## config.mk

```make
export PLATFORM = sky130hd
export DESIGN_NAME = if_fetch
export DESIGN_NICKNAME = d
export VERILOG_FILES = /design/src/rtl/if_fetch.sv
export SDC_FILE = /design/constraint.sdc
export NUM_CORES = 1
export LEC_CHECK = 0
export ABC_AREA = 1
export CAP_MARGIN = 20
export CORE_UTILIZATION = 45
export CTS_CLUSTER_SIZE = 24
export DETAILED_ROUTE_END_ITERATION = 10
export PLACE_DENSITY = 0.71
export SYNTH_ARGS = -nofsm -noshare
export SYNTH_HDL_FRONTEND = slang
export SYNTH_SLANG_ARGS = --single-unit
```

## constraint.sdc

```tcl
create_clock -name clk -period 4.1 [get_ports clk]
set_input_delay 0.41 -clock clk [delete_from_list [all_inputs] [get_ports clk]]
set_output_delay 0.41 -clock clk [all_outputs]
set_load 0.02 [all_outputs]
```

## src/rtl/if_fetch.sv

```systemverilog
// Instruction fetch unit: assembles a 32-bit little-endian word from four
// consecutive byte reads, with branch flush, misalignment detection and global stall.
module if_fetch (
  input  logic        clk,
  input  logic        rst,
  input  logic        rdy,
  input  logic [31:0] pc,
  input  logic        ce,
  input  logic        br,
  input  logic        mem_busy,
  input  logic [7:0]  mem_din,
  output logic [31:0] mem_a,
  output logic        mem_req,
  output logic [31:0] inst,
  output logic [31:0] inst_pc,
  output logic        inst_valid,
  output logic        misalign,
  output logic        stall_req
);

  typedef enum logic [2:0] {IDLE, B0, B1, B2, B3, B4} state_t;

  state_t      state_reg, state_next;
  logic [31:0] fpc_reg, fpc_next;
  logic [31:0] mem_a_reg, mem_a_next;
  logic        mem_req_reg, mem_req_next;
  logic [31:0] inst_reg, inst_next;
  logic [31:0] inst_pc_reg, inst_pc_next;
  logic        inst_valid_reg, inst_valid_next;
  logic        misalign_reg, misalign_next;
  logic [23:0] byte_buf_reg, byte_buf_next;
  logic [2:0]  lane_sel;

  logic fetch_req, aligned, abort;

  // mem_busy is only looked at here; once a fetch is running the port is ours.
  assign fetch_req = ce && !br && !mem_busy;
  assign aligned   = (pc[1:0] == 2'b00);
  assign abort     = (state_reg != IDLE) && br;

  // State register
  always_ff @(posedge clk) begin
    if (!rst) begin
      state_reg <= IDLE;
    end else if (rdy) begin
      state_reg <= state_next;
    end
  end

  // Next-state logic
  always_comb begin
    state_next = state_reg;
    case (state_reg)
      IDLE:    if (fetch_req && aligned) state_next = B0;
      B0:      state_next = B1;
      B1:      state_next = B2;
      B2:      state_next = B3;
      B3:      state_next = B4;
      B4:      state_next = IDLE;
      default: state_next = IDLE;
    endcase
    if (abort) state_next = IDLE;
  end

  // Output / datapath next values
  always_comb begin
    fpc_next        = fpc_reg;
    mem_a_next      = mem_a_reg;
    mem_req_next    = mem_req_reg;
    inst_next       = inst_reg;
    inst_pc_next    = inst_pc_reg;
    inst_valid_next = 1'b0;
    misalign_next   = 1'b0;
    if (abort) begin
      mem_req_next = 1'b0;
    end else begin
      case (state_reg)
        IDLE: begin
          if (fetch_req) begin
            if (aligned) begin
              fpc_next     = pc;
              mem_a_next   = pc;
              mem_req_next = 1'b1;
            end else begin
              misalign_next = 1'b1;
              inst_pc_next  = pc;
            end
          end
        end
        B0: mem_a_next = fpc_reg + 32'd1;
        B1: mem_a_next = fpc_reg + 32'd2;
        B2: mem_a_next = fpc_reg + 32'd3;
        B3: mem_req_next = 1'b0;
        B4: begin
          inst_next       = {mem_din, byte_buf_reg};
          inst_pc_next    = fpc_reg;
          inst_valid_next = 1'b1;
        end
        default: mem_req_next = 1'b0;
      endcase
    end
  end

  // Byte lane gi captures the byte returned while the FSM sits in B(gi+1).
  assign lane_sel = {state_reg == B3, state_reg == B2, state_reg == B1} & {3{!br}};

  generate
    for (genvar gi = 0; gi < 3; gi++) begin : g_lane
      assign byte_buf_next[gi*8 +: 8] = lane_sel[gi] ? mem_din : byte_buf_reg[gi*8 +: 8];
    end
  endgenerate

  always_ff @(posedge clk) begin
    if (!rst) begin
      fpc_reg        <= 32'd0;
      mem_a_reg      <= 32'd0;
      mem_req_reg    <= 1'b0;
      inst_reg       <= 32'd0;
      inst_pc_reg    <= 32'd0;
      inst_valid_reg <= 1'b0;
      misalign_reg   <= 1'b0;
      byte_buf_reg   <= 24'd0;
    end else if (rdy) begin
      fpc_reg        <= fpc_next;
      mem_a_reg      <= mem_a_next;
      mem_req_reg    <= mem_req_next;
      inst_reg       <= inst_next;
      inst_pc_reg    <= inst_pc_next;
      inst_valid_reg <= inst_valid_next;
      misalign_reg   <= misalign_next;
      byte_buf_reg   <= byte_buf_next;
    end
  end

  assign mem_a      = mem_a_reg;
  assign mem_req    = mem_req_reg;
  assign inst       = inst_reg;
  assign inst_pc    = inst_pc_reg;
  assign inst_valid = inst_valid_reg;
  assign misalign   = misalign_reg;
  assign stall_req  = (state_reg != IDLE) && !br;

endmodule

```

# [Word-level counts from Yosys, hierarchy flattened]
# Index checks and enable logic that the tools add are counted.
[totals] regBits=158 in_bits=46 wordCells=69
[op_classes] n_addsub=3 n_eq_ne=12 mux=19 bitwise_logic=2 reduce_logical=22
[op_table] cell="$mux W32" n=4
[op_table] cell="$pmux W32 S4" n=1
[op_table] cell="$add A32 B2 Y32 const B" n=2
[op_table] cell="$pmux W32 S2" n=1
[op_table] cell="$add A32 B1 Y32 const B" n=1
[op_table] cell="$pmux W3 S5" n=1
[op_table] cell="$reduce_and A5 Y1" n=3
[op_table] cell="$mux W1" n=9
[op_table] cell="$ne A3 B3 Y1 const B" n=3
[op_table] cell="$reduce_and A2 Y1" n=4
[op_table] cell="$eq A3 B2 Y1 const B" n=2
[op_table] cell="$eq A3 B3 Y1 const B" n=2
[op_table] cell="$mux W3" n=2
[op_table] cell="$ne A2 B2 Y1 const B" n=3
[op_table] cell="$logic_and A1 B1 Y1" n=5
[op_table] cell="$reduce_and A4 Y1" n=1
[op_table] cell="$reduce_bool A4 Y1" n=1
[op_table] cell="$reduce_or A4 Y1" n=1
[op_table] cell="$and A3 B3 Y3" n=1
[op_table] cell="$eq A3 B1 Y1 const B" n=1
[op_table] cell="$logic_not A3 Y1" n=1
[op_table] cell="$reduce_and A3 Y1" n=1
[op_table] cell="$reduce_bool A3 Y1" n=1
[op_table] cell="$logic_not A1 Y1" n=2
[op_table] cell="other kinds (5)" n=5

# [Logic depth before layout (Yosys ltp)]
# Gate-level depths: netlist (run 1).
[logic_depth] depth_word=7 depth_mapped=13

# [Least setup slack after synthesis (run 1)]
# OpenSTA, ideal clock, no wires.
[synth_path] kind="flip-flop to flip-flop" startpoint="reg state_reg[1]" endpoint="reg mem_a_reg[30], in the netlist mem_a[30]" setup_ps=109 t_arrival_ps=1846 required_ps=3991 slack_ps=2145 path_stages_with_launch=13 period_less_slack_ps=1955 path_cell_list="dfxtp_1 -> nand2_1 -> nor2_1 -> inv_1 -> fa_1 -> nor2_4 -> nand2_2 -> nor2_2 -> nand3_1 -> nand3_1 -> nand3_1 -> nand2_1 -> inv_1"
[synth_between] elab_chain_cells=4
[synth_lines] item="from (decl)" line="23" text="state_t state_reg, state_next;"
[synth_lines] item="from (signal assigned)" line="46" text="state_reg <= state_next;"
[synth_lines] item="branches (longest 4 deep; another with $reduce_and A5 Y1)"
[synth_lines] item="to (signal assigned)" line="125" text="mem_a_reg <= mem_a_next;"
[synth_lines] item="to (decl)" line="25" text="logic [31:0] mem_a_reg, mem_a_next;"
# Several ways; the timed one is not identified.
# A chain may end at the register's enable or synchronous reset.

# [Worst setup path in the final report (run 1)]
[layout_path] startpoint="reg state_reg[2]" endpoint="reg mem_a_reg[25], in the netlist mem_a[25]"
# The elaborated chain is that of the path after synthesis.

==> results of run 1 <==
[power by group]
part	switching [mW]	total (mW)	internal, mW	leakage (nW)
sequential	0.0194	1.58	1.56	1.28
clock	0.779	1.60	0.820	0.291
combinational	0.177	0.302	0.125	2.63
[kinds of logic (layout without fill, tap and decap cells)]
kind of cell	after synthesis	in the layout	synth area share, %
buffers and inverters	184	313	9.739
flip-flops	158	158	38.83
AND/OR/NAND/NOR	641	641	33.79
AO/OA/AOI/OAI	274	274	17.08
adder cells (fa/ha/maj)	3	3	0.5530
[worst max-delay path: cells and delay by family, from the launching register on]
family,cells,cell delay (ns)
DFF,1,0.81
buffers and inverters,2,0.31
and+or+nand+nor,8,1.06
adders and majority gates,1,0.34
[worst max path at each step]
stage	from	to	slack [ns]	depth (start not counted)
after floorplan	state_reg[1]	mem_a[30]	2.14	12
after global placement	br	fpc_reg[19]	1.41	6
after detailed placement	br	fpc_reg[19]	1.35	6
after CTS	state_reg[2]	mem_a[25]	1.52	11
after global routing	state_reg[2]	mem_a[25]	1.27	11
final	state_reg[2]	mem_a[25]	1.47	11
[through the flow]
step / cells / cell area [um2]
after detailed placement: 1582 / 9622
after CTS: 1614 / 10210
after floorplan: 1260 / 8145
after global routing: 1614 / 10210
final: 1614 / 10210
after global placement: 1582 / 9622
[layer usage]
layer  up-vias  track usage [%]  wire length [um]
li1       4266                -                 -
met1      3878            33.43             10580
met2       276            50.23             12860
met3        49            5.815              1502
met4         0            12.10               790
met5         -                0                 0
[synth_stat cells (all sizes together)]
cell type  count  area (um2)
buf           30       210.2
a21oi         76       380.4
clkbuf        25       93.84
o22ai          1       6.260
ha             2       25.02
nand4          3       25.02
inv          129       489.2
dfxtp        158        3163
a31oi          1       6.260
nor3          11       82.58
o21ai        195       991.0
nand2        222       877.1
fa             1       20.02
nor2         309        1277
a22oi          1       7.510
nand3         96       490.5
[cell type report]
cell class	count	area, um2	share of cell area, %
tap	225	281.5	2.757
clock buffer	17	425.4	4.167
clock inverter	15	162.7	1.593
inverter	129	489.2	4.792
sequential	158	3163	30.98
multi-input combinational	918	4189	41.03
timing repair buffer	152	1499	14.68
==> flow_summary.toml, run 1 <==
[finish]
nFillCells = 1726
final_common_cell = "nor2_1"
drive_gt1_share_pct = 6.839
num_antenna_cells = 0
syn2layout_area_growth_pct = 25.35
fin_nets = 1425
final_cell_mix = "nor2_1, nand2_1, o21ai_0, dfxtp_1, clkdlybuf4s50_1"
finish.utilization_pct = 58.42

[route]
drtIter0Drc = 666
dr_total_vias = 8469
dr.pass1.iters = 5
wire_per_inst_um = 15.94
drc = 0
vias_per_cell = 5.247
ant_nets = 0
wl_mm = 25.73

[clocking]
clkLatencyLatePin_ns = 0.44
cts_tree = "built"
cts-buffers-inserted = 17
htree_levels = 4
hold_buffers = 0
path_clk_slew_ns = 0.07
cts_resized = 0
clock_path_buffers = 2
cts-root-buf = "clkbuf_16"
clkSinkCount = 158
post_cts_buffers = 0

[yosys]
synth_cell_types = 33
yosysSeqAreaShare_pct = 38.83
synth_area_per_cell_um2 = 6.465
synth.net_count = 1309
ys_ff_latch = 158
synth_area_um2 = 8145
syn_inst = 1260
yosysWarningCount = 0

[timing]
whs_ns = 0.4700
clock.fmax_mhz = 379.8
finClkSkew_ns = 0.008591
tightest_slew_ns = 0.8773
final.setup.tns_ns = 0
finalCritPeriodShare_pct = 64.22
setup_violations = 0
grt_setup_unrepaired = "no"
min_period_ns = 2.633
fin_ws_ns = 1.467
hold_viol = 0
maxSlewHeadroom_pct = 41.45
drv_slew = 0

[setup_path]
cp_slowest_stage_delay_ns = 0.81
start_kind = "register"
rrSetupSlack_ns = 1.47
reg2reg_to = "mem_a[25]"
crit_chain = "nor2_1, ha_1, nand3_1, nand2_1, nand3_1, inv_1, nand3_1, nand3_1, nand3_1, nand2_1, inv_1"
crit_fanout = 10
worst_ep_required_time_ns = 4.44
r2r_cells = 11
worst_r2r_startpoint = "state_reg[2]"
critical_path_class = "register to register"
crit_path_frequent_cell = "nand3_1"
cpMaxStageDelayCell = "dfxtp_1"
end_kind = "register"
cp.arrival_ns = 2.97

[global_route]
grt_pass1_vias = 7830
grt.overflow.total = 0
grt_antenna_before_repair = 0
grt_max_degree = 100
grtUsageTotal_pct = 28.53
grt_pass1_wl_mm = 40.68

[pwr]
peakVddDrop_mv = 0.2871
p_per_area_nw_per_um2 = 341.1
p_leak_nw = 4.195
p_total_mw = 3.483

[place]
port_buffers = 145
routabilityCongestion = 0.9517
dp_hpwl_mm = 18.33
place_ws_ns = 1.347

[floorplan]
core_um2 = 17480
die_w_um = 136.5
num_rows = 48
initial_core_util_pct = 46.61
dieArea_um2 = 18640
dieHeight_um = 136.5
num_io_pins = 146

[run]
maxCapViolations = 0

[hold_path]
min_from = "inst_valid"
holdPathEnd = "inst_valid"
min_path_type = "register to register"
min_path_cells = 2

[outcome]
status = "finished clean"
Power figures use the tool's default switching activity.
==> run 2, diff against run 1 <==
Clock period 4.1 ns to 2.65 ns, I/O delays scaled along.
==> flow_summary.toml, run 2 (synthesized netlist as in run 1, its figures left out) <==
[floorplan]
core_um2 = 17480
num_io_pins = 146
dieHeight_um = 136.5
dieArea_um2 = 18640
initial_core_util_pct = 46.61
die_w_um = 136.5
num_rows = 48

[setup_path]
critical_path_class = "register to register"
end_kind = "register"
cp.arrival_ns = 2.62
r2r_cells = 12
start_kind = "register"
crit_fanout = 7
rrSetupSlack_ns = 0.37
worst_ep_required_time_ns = 2.99

[run]
maxCapViolations = 0

[clocking]
clock_path_buffers = 2
path_clk_slew_ns = 0.07
post_cts_buffers = 0
cts_tree = "built"
cts-root-buf = "clkbuf_16"
htree_levels = 4
cts-buffers-inserted = 17
clkLatencyLatePin_ns = 0.44
cts_resized = 0
clkSinkCount = 158
hold_buffers = 0

[timing]
finalCritPeriodShare_pct = 86.13
min_period_ns = 2.283
grt_setup_unrepaired = "no"
finClkSkew_ns = 0.008791
hold_viol = 0
tightest_slew_ns = 0.8997
setup_violations = 0
clock.fmax_mhz = 438.1
final.setup.tns_ns = 0
whs_ns = 0.4248
drv_slew = 0
maxSlewHeadroom_pct = 39.95

[finish]
drive_gt1_share_pct = 7.307
final_common_cell = "nor2_1"
num_antenna_cells = 0
syn2layout_area_growth_pct = 26.33
final_cell_mix = "nor2_1, nand2_1, o21ai_0, dfxtp_1, clkdlybuf4s50_1"
fin_nets = 1432
finish.utilization_pct = 58.88

[pwr]
p_per_area_nw_per_um2 = 523.9
power.switching_mw = 1.479
netSwitchingFraction_pct = 27.44
intPower_mw = 3.912
p_leak_nw = 4.234
peakVddDrop_mv = 0.4406
pwr-share-seq_pct = 45.4
pwr-share-comb_pct = 8.8
p_clk_share_pct = 45.8
p_total_mw = 5.391

[route]
dr_total_vias = 8407
dr.pass1.iters = 5
vias_per_cell = 5.186
drtIter0Drc = 561
drc = 0
ant_nets = 0
wire_per_inst_um = 15.57
wl_mm = 25.24

[place]
port_buffers = 145
routabilityCongestion = 0.9681
dp_hpwl_mm = 18.49

[global_route]
grtUsageTotal_pct = 28.52
grt_pass1_wl_mm = 40.48
grt.overflow.total = 0
grt_pass1_vias = 7780
grt_max_degree = 135
grt_antenna_before_repair = 0

[hold_path]
min_path_cells = 4
min_path_type = "input pin to register"

[outcome]
status = "finished clean"
[run 2: cell count changes in the layout (fill, tap and decap cells not counted), sizes merged]
cell,delta
clkbuf,+1
clkinv,-1
buf,+7
inv,-1
clkinvlp,+1
[run 2: routing by layer]
layer | wire length (um) | global-route usage, % | share of wire, %
met1 | 10690 | 34.16 | 42
met4 | 1042 | 13.89 | 4.1
met3 | 1332 | 5.889 | 5.3
met5 | 0 | 0 | 0
met2 | 12170 | 48.42 | 48
[run 2: cell type report]
| class | count | area (um2) |
|---|---|---|
| tap | 225 | 281.5 |
| fill | 1696 | 7187 |
| clock inverter | 14 | 163.9 |
| timing repair buffer | 159 | 1564 |
| inverter | 129 | 489.2 |
| sequential | 158 | 3163 |
| multi-input combinational | 918 | 4189 |
| clock buffer | 18 | 439.2 |
[run 2: worst max-delay path, cell delays in order (launching register included)]
cell,delay [ns]
dfxtp_1,0.42
nand2_1,0.10
nor2_1,0.15
inv_1,0.10
fa_1,0.45
nor2_4,0.27
nand2_2,0.10
nor2_2,0.19
a21oi_1,0.08
o21ai_0,0.08
nand3_1,0.12
nand2_1,0.08
inv_1,0.04
[run 2: path summary, 6_finish.rpt]
path	startpoint	end
max reg2reg	state_reg[1]	mem_a[14]
min	rst	inst_pc[16]
max	state_reg[1]	mem_a[14]
min reg2reg	mem_req	mem_req
[run 2: per-stage QoR]
stage / worst slack [ns] / area, um2 / instances
floorplan: 0.6950 / 8145 / 1260
global placement: 0.4412 / 9687 / 1589
detailed placement: 0.3956 / 9687 / 1589
CTS: 0.3836 / 10290 / 1621
global route: 0.1917 / 10290 / 1621
finish: 0.3674 / 10290 / 1621
[run 2: power by group through the flow]
stage | registers [mW] | logic [mW] | clock network (mW)
6_report | 2.45 | 0.475 | 2.47
5_1_grt | 2.45 | 0.522 | 2.61
4_1_cts | 2.45 | 0.476 | 2.51
3_5_place_dp | 2.50 | 0.474 | 0
3_3_place_gp | 2.50 | 0.472 | 0
2_1_floorplan | 2.54 | 0.208 | 0
